[config.mk]
export PLATFORM = sky130hd
export DESIGN_NAME = wb_cpu_master
export DESIGN_NICKNAME = d
export VERILOG_FILES = /design/src/rtl/wb_pkg.sv /design/src/rtl/wb_bus_timeout.sv /design/src/rtl/wb_cpu_master.sv
export SDC_FILE = /design/constraint.sdc
export NUM_CORES = 1
export LEC_CHECK = 0
export CAP_MARGIN = 20
export CORE_ASPECT_RATIO = 1.5
export CORE_MARGIN = 4
export CORE_UTILIZATION = 40
export CTS_CLUSTER_SIZE = 16
export DETAILED_ROUTE_END_ITERATION = 8
export PLACE_DENSITY = 0.82
export SLEW_MARGIN = 20
export SYNTH_ARGS = -nofsm -noshare
export SYNTH_HDL_FRONTEND = slang
export SYNTH_SLANG_ARGS = --single-unit
[constraint.sdc]
create_clock -name i_clk -period 2.83 [get_ports i_clk]
set_clock_uncertainty 0.2 [all_clocks]
set_input_delay 0.283 -clock i_clk [delete_from_list [all_inputs] [get_ports i_clk]]
set_output_delay 0.283 -clock i_clk [all_outputs]
set_load 0.05 [all_outputs]
[src/rtl/wb_pkg.sv]
// Shared Wishbone types and constants for bus masters.
// Used by the CPU bridge and the reusable timeout counter.
package wb_pkg;

    localparam int WB_ADDR_W = 32;
    localparam int WB_DATA_W = 32;
    localparam int WB_SEL_W  = WB_DATA_W / 8;

    localparam logic [WB_SEL_W-1:0] WB_SEL_ALL = 4'hF;

    typedef enum logic [1:0] {
        IDLE = 2'd0,
        REQ  = 2'd1,
        WAIT = 2'd2,
        DONE = 2'd3
    } wb_state_e;

    // Reads select every byte lane; writes use the core's strobes.
    function automatic logic [WB_SEL_W-1:0] wb_sel(
        input logic [WB_SEL_W-1:0] wstrb
    );
        return (wstrb == '0) ? WB_SEL_ALL : wstrb;
    endfunction

endpackage

[src/rtl/wb_bus_timeout.sv]
// Saturating bus-cycle watchdog shared by Wishbone masters.
// expired flags the cycle in which the count reaches LIMIT.
module wb_bus_timeout #(
    parameter int unsigned LIMIT = 255
) (
    input  logic i_clk,
    input  logic i_reset_n,
    input  logic clear,
    input  logic run,
    output logic expired
);

    localparam int unsigned W = (LIMIT < 2) ? 1 : $clog2(LIMIT + 1);
    localparam logic [W-1:0] LAST = W'((LIMIT == 0) ? 0 : LIMIT - 1);
    localparam logic [W-1:0] MAX  = W'(LIMIT);

    logic [W-1:0] count;

    always_ff @(posedge i_clk or negedge i_reset_n) begin
        if (!i_reset_n) begin
            count <= '0;
        end else if (clear) begin
            count <= '0;
        end else if (run && count != MAX) begin
            count <= count + W'(1);
        end
    end

    assign expired = (LIMIT != 0) && run && (count >= LAST);

endmodule

[src/rtl/wb_cpu_master.sv]
// picorv32 native memory port to single-outstanding pipelined
// Wishbone master with error reporting and bus timeout.
module wb_cpu_master
    import wb_pkg::*;
#(
    parameter int unsigned          TIMEOUT_CYCLES = 255,
    parameter logic [WB_DATA_W-1:0] ERR_RDATA      = 32'hDEAD_BEEF
) (
    input  logic                 i_clk,
    input  logic                 i_reset_n,
    input  logic                 i_mem_valid,
    input  logic                 i_mem_instr,
    input  logic [WB_ADDR_W-1:0] i_mem_addr,
    input  logic [WB_DATA_W-1:0] i_mem_wdata,
    input  logic [WB_SEL_W-1:0]  i_mem_wstrb,
    output logic                 o_mem_ready,
    output logic [WB_DATA_W-1:0] o_mem_rdata,
    output logic                 o_wb_cyc,
    output logic                 o_wb_stb,
    output logic                 o_wb_we,
    output logic [WB_ADDR_W-1:0] o_wb_addr,
    output logic [WB_DATA_W-1:0] o_wb_data,
    output logic [WB_SEL_W-1:0]  o_wb_sel,
    input  logic                 i_wb_stall,
    input  logic                 i_wb_ack,
    input  logic [WB_DATA_W-1:0] i_wb_data,
    input  logic                 i_wb_err,
    output logic                 o_bus_err,
    output logic                 o_err_pulse
);

    wb_state_e state;
    logic      is_read;
    logic      cooldown;
    logic      accept;
    logic      in_cycle;
    logic      finish;
    logic      failed;
    logic      run;
    logic      expired;
    logic      instr_unused;

    assign instr_unused = i_mem_instr;

    assign accept   = (state == IDLE) && i_mem_valid && !cooldown;
    assign in_cycle = (state == REQ) || (state == WAIT);
    assign run      = in_cycle && !i_wb_ack && !i_wb_err;
    assign finish   = i_wb_ack || i_wb_err || expired;
    // Without ack, finishing can only mean err or timeout.
    assign failed   = i_wb_err || !i_wb_ack;

    wb_bus_timeout #(
        .LIMIT(TIMEOUT_CYCLES)
    ) u_timeout (
        .i_clk    (i_clk),
        .i_reset_n(i_reset_n),
        .clear    (accept),
        .run      (run),
        .expired  (expired)
    );

    always_ff @(posedge i_clk or negedge i_reset_n) begin
        if (!i_reset_n) begin
            state       <= IDLE;
            is_read     <= 1'b0;
            cooldown    <= 1'b0;
            o_mem_ready <= 1'b0;
            o_mem_rdata <= '0;
            o_wb_cyc    <= 1'b0;
            o_wb_stb    <= 1'b0;
            o_wb_we     <= 1'b0;
            o_wb_addr   <= '0;
            o_wb_data   <= '0;
            o_wb_sel    <= '0;
            o_bus_err   <= 1'b0;
            o_err_pulse <= 1'b0;
        end else begin
            o_mem_ready <= 1'b0;
            o_err_pulse <= 1'b0;
            unique case (state)
                IDLE: begin
                    cooldown <= 1'b0;
                    if (accept) begin
                        state     <= REQ;
                        o_wb_cyc  <= 1'b1;
                        o_wb_stb  <= 1'b1;
                        o_wb_we   <= |i_mem_wstrb;
                        o_wb_sel  <= wb_sel(i_mem_wstrb);
                        o_wb_addr <= i_mem_addr;
                        o_wb_data <= i_mem_wdata;
                        is_read   <= ~|i_mem_wstrb;
                    end
                end
                REQ, WAIT: begin
                    if (finish) begin
                        state       <= DONE;
                        o_wb_cyc    <= 1'b0;
                        o_wb_stb    <= 1'b0;
                        o_mem_ready <= 1'b1;
                        if (failed) begin
                            o_bus_err   <= 1'b1;
                            o_err_pulse <= 1'b1;
                            o_mem_rdata <= is_read ? ERR_RDATA : '0;
                        end else begin
                            o_mem_rdata <= is_read ? i_wb_data : '0;
                        end
                    end else if (state == REQ && !i_wb_stall) begin
                        state    <= WAIT;
                        o_wb_stb <= 1'b0;
                    end
                end
                DONE: begin
                    state    <= IDLE;
                    cooldown <= 1'b1;
                end
                default: state <= IDLE;
            endcase
        end
    end

endmodule
==> results.toml, run 1 <==
[setup_path]
cp_slowest_cell = "or4_1"
crit_family = "simple AND/OR/NAND/NOR gates"
max_stage_delay_ns = 0.44
worst-path-buf-inv = 1
r2r_slack_ns = 0.67
critPathLaunchType = "register"
worstSetupPathType = "reg -> reg"
critical_path.startpoint = "state[1]$_DFFE_PN0P_"
critPathRequiredTime_ns = 2.96
cp-end-kind = "register"
r2r_end = "u_timeout.count[3]$_DFFE_PN0P_"
cp_max_fo = 5
reg2reg_from = "state[1]$_DFFE_PN0P_"
path_depth = 6
cp.arrival_ns = 2.29
path_cells = "inv_1 -> ha_1 -> nor3b_1 -> o21ai_1 -> or4_1 -> nand2_1"
reg2reg_depth = 6
crit_end = "u_timeout.count[3]$_DFFE_PN0P_"

[power]
internal_power_mw = 5.45
power_frac_seq_pct = 27.3
p_leak_nw = 3.54
peakVddDrop_uv = 691
sw_frac_of_total_pct = 45.9
p_sw_mw = 4.62
clockPowerShare_pct = 21.1
power_density_nw_per_um2 = 1300
comb_power_share_pct = 51.5

[synthesis]
synth_top_area_cell = "dfrtp_1"
synthTopCellsByArea = "dfrtp_1 61%, nand2_1 16%, o2bb2ai_1 4.5%"
synth_nets = 610
ys_seq_elements = 118
yosysWarnings = 0
syn_area_um2 = 4860
async_flop_share_pct = 100
yosysSeqAreaShare_pct = 60.7
synth.distinct_cells = 43
synth_cells = 498
avgSynthCellArea_um2 = 9.76
synth_top_area_share_pct = 60.7
synth_flop_cell = "dfrtp_1"
synth_edf_count = 0

[die]
num_rows = 49
die_w_um = 98.0
io_pins = 213
die_area_um2 = 14000
design.core.area_um2 = 12000
die_y_um = 143
start_util_pct = 40.7

[run]
drv_cap = 0

[place]
port-buffer-count = 211
dp_hpwl_mm = 10.2
pre_cts_ws_ns = 0.602
dpl-instance-area_um2 = 7130
gp_congestion = 0.830

[cts]
cts_buffer_depth = 2
cts.clk_slew.worst_paths_ns = 0.05
cts_made_buffers = 17
cts_setup_buffers = 0
cts-root-buf = "clkbuf_16"
htreeDepth = 4
cts_tree = "yes"
worstSkewPairLatency_ns = 0.39
numClockSinks = 118

[grt]
overflow = 0
grt_pass1_vias = 4484
grt_max_degree = 67
antenna_found_initial = 0
track_usage_pct = 19.8
grt_pass1_wl_mm = 22.3

[layout]
layout.cells.most_common = "nand2_1"
drive_gt1_share_pct = 6.14
nets = 817
antenna_cells = 0
nFillCells = 940
final_area_um2 = 7730
layout_common_cells = "211 x nand2_1, 210 x clkdlybuf4s50_1, 118 x dfrtp_1, 26 x o211ai_1, 25 x o2bb2ai_1"
area_growth_pct = 59.0

[sta]
hold_violations = 0
post-route-period-util_pct = 76.4
max_slew_margin_pct = 43.6
rsz0062_at_grt = "false"
layout_min_cycle_time_ns = 2.16
tns_ns = 0
slew_viol_final = 0
fin_ws_ns = 0.667
setup_viol = 0
tightest_slew_ns = 0.846
max_freq_mhz = 462

[drt]
drtAntennaViolNets = 0
wl_per_cell_um = 16.1
via_count = 4378
avgViaCountPerCell = 5.03
drt_iter0_drc = 169
drc = 0
dr.pass1.iters = 4
wirelength_mm = 14.0

[min_path]
hp-class = "in -> reg"

[run_status]
status = "complete, no violations"
==> cell type report <==
cell class	instances	area, um2	share of cell area, %
repair buffers	221	2220	28.8
clock buffers	24	502	6.49
flip-flops and latches	118	2950	38.2
clock inverters	7	93.8	1.21
well taps	153	191	2.48
multi-input cells	340	1740	22.5
inverters	7	26.3	0.340
==> power by group through the flow <==
stage,clock (mW),combinational [mW],sequential [mW]
2_1_floorplan,0,1.14,4.97
3_3_place_gp,0,5.10,2.73
3_5_place_dp,0,5.21,2.77
4_1_cts,2.18,5.23,2.75
5_1_grt,2.27,5.45,2.84
6_report,2.13,5.19,2.75
==> through the flow <==
stage	utilization (%)	total power, mW	cells	hold slack, ns
floorplan	-	6.11	498	-0.213
global placement	59.6	7.84	838	0.221
detailed placement	59.6	7.98	838	0.240
CTS	64.7	10.2	870	0.200
global route	64.7	10.6	870	0.201
finish	64.7	10.1	870	0.220
==> cell usage after synthesis (2+ instances only) <==
cell type  number
buf_2           2
o21ai_0         7
o211ai_1       26
nand3_1         5
inv_1           7
buf_6           3
nand4_1         2
nor2_1         12
nand2_1       211
nor3_1          6
nor2b_1         2
a22o_1          8
o31ai_1         2
dfrtp_1       118
nand2b_1        3
buf_1           4
ha_1            5
and3_1          2
clkbuf_1       24
o21ai_1         2
o2bb2ai_1      25
==> layer usage <==
| metal | wire length, um | vias up | share of wire [%] | GRT usage (%) |
|---|---|---|---|---|
| li1 | - | 2077 | - | - |
| met1 | 5450 | 2114 | 39 | 22.0 |
| met2 | 7420 | 158 | 53 | 35.5 |
| met3 | 753 | 29 | 5.4 | 5.43 |
| met4 | 407 | 0 | 2.9 | 8.53 |
| met5 | 0 | - | 0 | 0 |
==> sequential cells by signal (all words and copies together), names as in the netlist, 2 cells and up <==
register / flops
o_wb_sel: 4
o_mem_rdata: 32
o_wb_addr: 32
o_wb_data: 32
state: 2
u_timeout.count: 8
==> worst min-delay path, cell delays in order <==
cell and delay, ns:
clkdlybuf4s50_1 0.40, nand2_1 0.05, nand2_1 0.04
==> how the worst min path moves through the flow <==
stage / start / to / slack, ns / cells after the start
6_report: i_mem_wdata[23] / o_wb_data[23]$_DFFE_PN0P_ / 0.22 / 3
3_5_place_dp: i_reset_n / o_wb_data[18]$_DFFE_PN0P_ / 0.24 / 1
3_3_place_gp: i_reset_n / o_wb_data[18]$_DFFE_PN0P_ / 0.22 / 1
4_1_cts: i_mem_addr[6] / o_wb_addr[6]$_DFFE_PN0P_ / 0.20 / 3
2_1_floorplan: i_reset_n / cooldown$_DFFE_PN0P_ / -0.21 / 0
5_1_grt: i_mem_addr[8] / o_wb_addr[8]$_DFFE_PN0P_ / 0.20 / 3
==> cell families (layout without fill, tap and decap cells) <==
| group | after synthesis | count (layout) | share of synthesized area (%) |
|---|---|---|---|
| AO/OA/AOI/OAI | 78 | 78 | 12.4 |
| AND/OR/NAND/NOR | 254 | 254 | 21.4 |
| buffers and inverters | 40 | 259 | 3.60 |
| flip-flops | 118 | 118 | 60.7 |
| multiplexers | 1 | 1 | 0.206 |
| XOR/XNOR | 2 | 2 | 0.360 |
| adder cells (fa/ha/maj) | 5 | 5 | 1.29 |
==> repair_timing <==
item,in CTS,in global routing
hold buffers,1,0
hold endpoints to repair,65,0
gates resized for setup,0,0
No activity file was read; power rests on OpenSTA's default activity.
==> run 2, diff against run 1 <==
==> constraint.sdc (replaced) <==
create_clock -name i_clk -period 2.1 [get_ports i_clk]
set_clock_uncertainty 0.2 [all_clocks]
set_input_delay 0.21 -clock i_clk [delete_from_list [all_inputs] [get_ports i_clk]]
set_output_delay 0.21 -clock i_clk [all_outputs]
set_load 0.05 [all_outputs]
==> run 2 against run 1 <==
  * Non-clock buffer count up 8
  * Die area unchanged
  * Worst hold slack lost 0.12 ns
  * Flip-flop and latch count unchanged
  * Global-route usage grew 0.81 points
  * Wire length is 2.8% higher
  * Setup slack worse by 0.63 ns
  * First-iteration DRC count up 13%
  * Register-to-register slack got worse by 0.58 ns
  * Critical endpoint is now o_wb_stb
  * Largest cell class unchanged
==> results.toml, run 2 (synthesis gave the netlist of run 1 again) <==
[layout]
layout.cells.most_common = "nand2_1"
nets = 826
layout_common_cells = "211 x nand2_1, 210 x clkdlybuf4s50_1, 118 x dfrtp_1, 26 x o211ai_1, 25 x o2bb2ai_1"
fin_util_pct = 65.5
reg_top3 = "o_mem_rdata: 32 flops, o_wb_addr: 32 flops, o_wb_data: 32 flops"
area_growth_pct = 61.1
fin_cells = 879
drive_gt1_share_pct = 7.58
antenna_cells = 0

[die]
num_rows = 49
die_area_um2 = 14000
die_w_um = 98.0
io_pins = 213
start_util_pct = 40.7
die_y_um = 143
design.core.area_um2 = 12000

[drt]
drc = 0
drt_iter0_drc = 191
dr.pass1.iters = 5
wirelength_mm = 14.4
drtAntennaViolNets = 0
avgViaCountPerCell = 5.05
via_count = 4439
wl_per_cell_um = 16.4

[setup_path]
max_stage_delay_ns = 0.85
crit_family = "buffers and inverters"
critPathLaunchType = "register"
r2r_slack_ns = 0.09
critPathRequiredTime_ns = 1.69
worstSetupPathType = "reg -> out"
path_cells = "clkdlybuf4s50_1"
cp_max_fo = 3
cp.arrival_ns = 1.66
cp-end-kind = "output pin"
cp_slowest_cell = "clkdlybuf4s50_1"
worst-path-buf-inv = 1

[cts]
cts_buffer_depth = 2
worstSkewPairLatency_ns = 0.40
cts.clk_slew.worst_paths_ns = 0.05
cts-root-buf = "clkbuf_16"
htreeDepth = 4
numClockSinks = 118
cts_tree = "yes"
cts_made_buffers = 17

[sta]
rsz0062_at_grt = "false"
tightest_slew_ns = 0.548
fin_ws_ns = 0.0340
max_slew_margin_pct = 63.4
tns_ns = 0
layout_min_cycle_time_ns = 2.07
setup_viol = 0
hold_violations = 0
post-route-period-util_pct = 98.4
slew_viol_final = 0
max_freq_mhz = 484

[place]
dp_hpwl_mm = 10.5
pre_cts_ws_ns = -0.0654
gp_congestion = 0.821
port-buffer-count = 211
dp.cells = 845

[grt]
grt_pass1_vias = 4614
antenna_found_initial = 0
overflow = 0
track_usage_pct = 20.6
grt_max_degree = 70
grt_pass1_wl_mm = 23.1

[run]
drv_cap = 0

[min_path]
hp-class = "in -> async"

[power]
peakVddDrop_uv = 1150
power_density_nw_per_um2 = 1760
p_leak_nw = 3.60

[run_status]
status = "complete, no violations"
[run 2: path summary, 6_finish.rpt]
check / depth (start not counted) / to / from
min in group i_clk: 3 / o_wb_data[23]$_DFFE_PN0P_ / i_mem_wdata[23]
setup / recovery: 1 / o_wb_stb / o_wb_stb$_DFFE_PN0P_
hold reg to reg: 2 / o_wb_data[31]$_DFFE_PN0P_ / o_wb_data[31]$_DFFE_PN0P_
max in group asynchronous: 3 / o_mem_rdata[28]$_DFFE_PN0P_ / i_reset_n
setup reg to reg: 6 / u_timeout.count[6]$_DFFE_PN0P_ / state[1]$_DFFE_PN0P_
hold / removal: 2 / o_wb_data[25]$_DFFE_PN0P_ / i_reset_n
[run 2: layout make-up]
| type | count | area (um2) |
|---|---|---|
| fill | 946 | 4120 |
| clock buffer | 22 | 474 |
| multi-input combinational | 341 | 1780 |
| clock inverter | 9 | 125 |
| sequential | 118 | 2950 |
| inverter | 7 | 26.3 |
| timing repair buffer | 229 | 2280 |
| tap | 153 | 191 |
[run 2: through the flow]
step | cell area, um2 | hold slack [ns] | power (mW)
2_1_floorplan | 4860 | -0.286 | 8.23
3_3_place_gp | 7180 | -0.0192 | 10.6
3_5_place_dp | 7180 | -0.00549 | 10.8
4_1_cts | 7800 | 0.109 | 13.8
5_1_grt | 7830 | 0.125 | 14.4
6_report | 7830 | 0.103 | 13.8
[run 2: metal layers]
metal	share of wire, %	routed length, um	GRT usage [%]	vias up
met5	0	0	0	-
met4	2.7	391	9.04	0
met3	5.6	808	5.52	33
met2	53	7610	36.1	176
met1	39	5620	23.7	2136
li1	-	-	-	2094
[run 2: power by group]
part | internal, mW | switching [mW] | total (mW)
registers | 3.20 | 0.532 | 3.73
logic | 2.33 | 4.80 | 7.12
clock network | 1.94 | 0.966 | 2.91
total | 7.47 | 6.29 | 13.8
[run 2: worst reg2reg max path, delay by kind of cell (launching register included)]
family | cells | cell delay [ns]
AND/OR/NAND/NOR | 3 | 0.89
adder cells (fa/ha/maj) | 1 | 0.29
buffers and inverters | 1 | 0.10
flip-flops | 1 | 0.35
AO/OA/AOI/OAI | 1 | 0.07
[run 2: timing repair]
item	in CTS	in global routing
buffers inserted	0	1
cloned	1	0
setup endpoints to repair	4	18
resized for setup	0	4
hold buffers	1	0
pin swaps	1	0
hold endpoints to repair	93	0
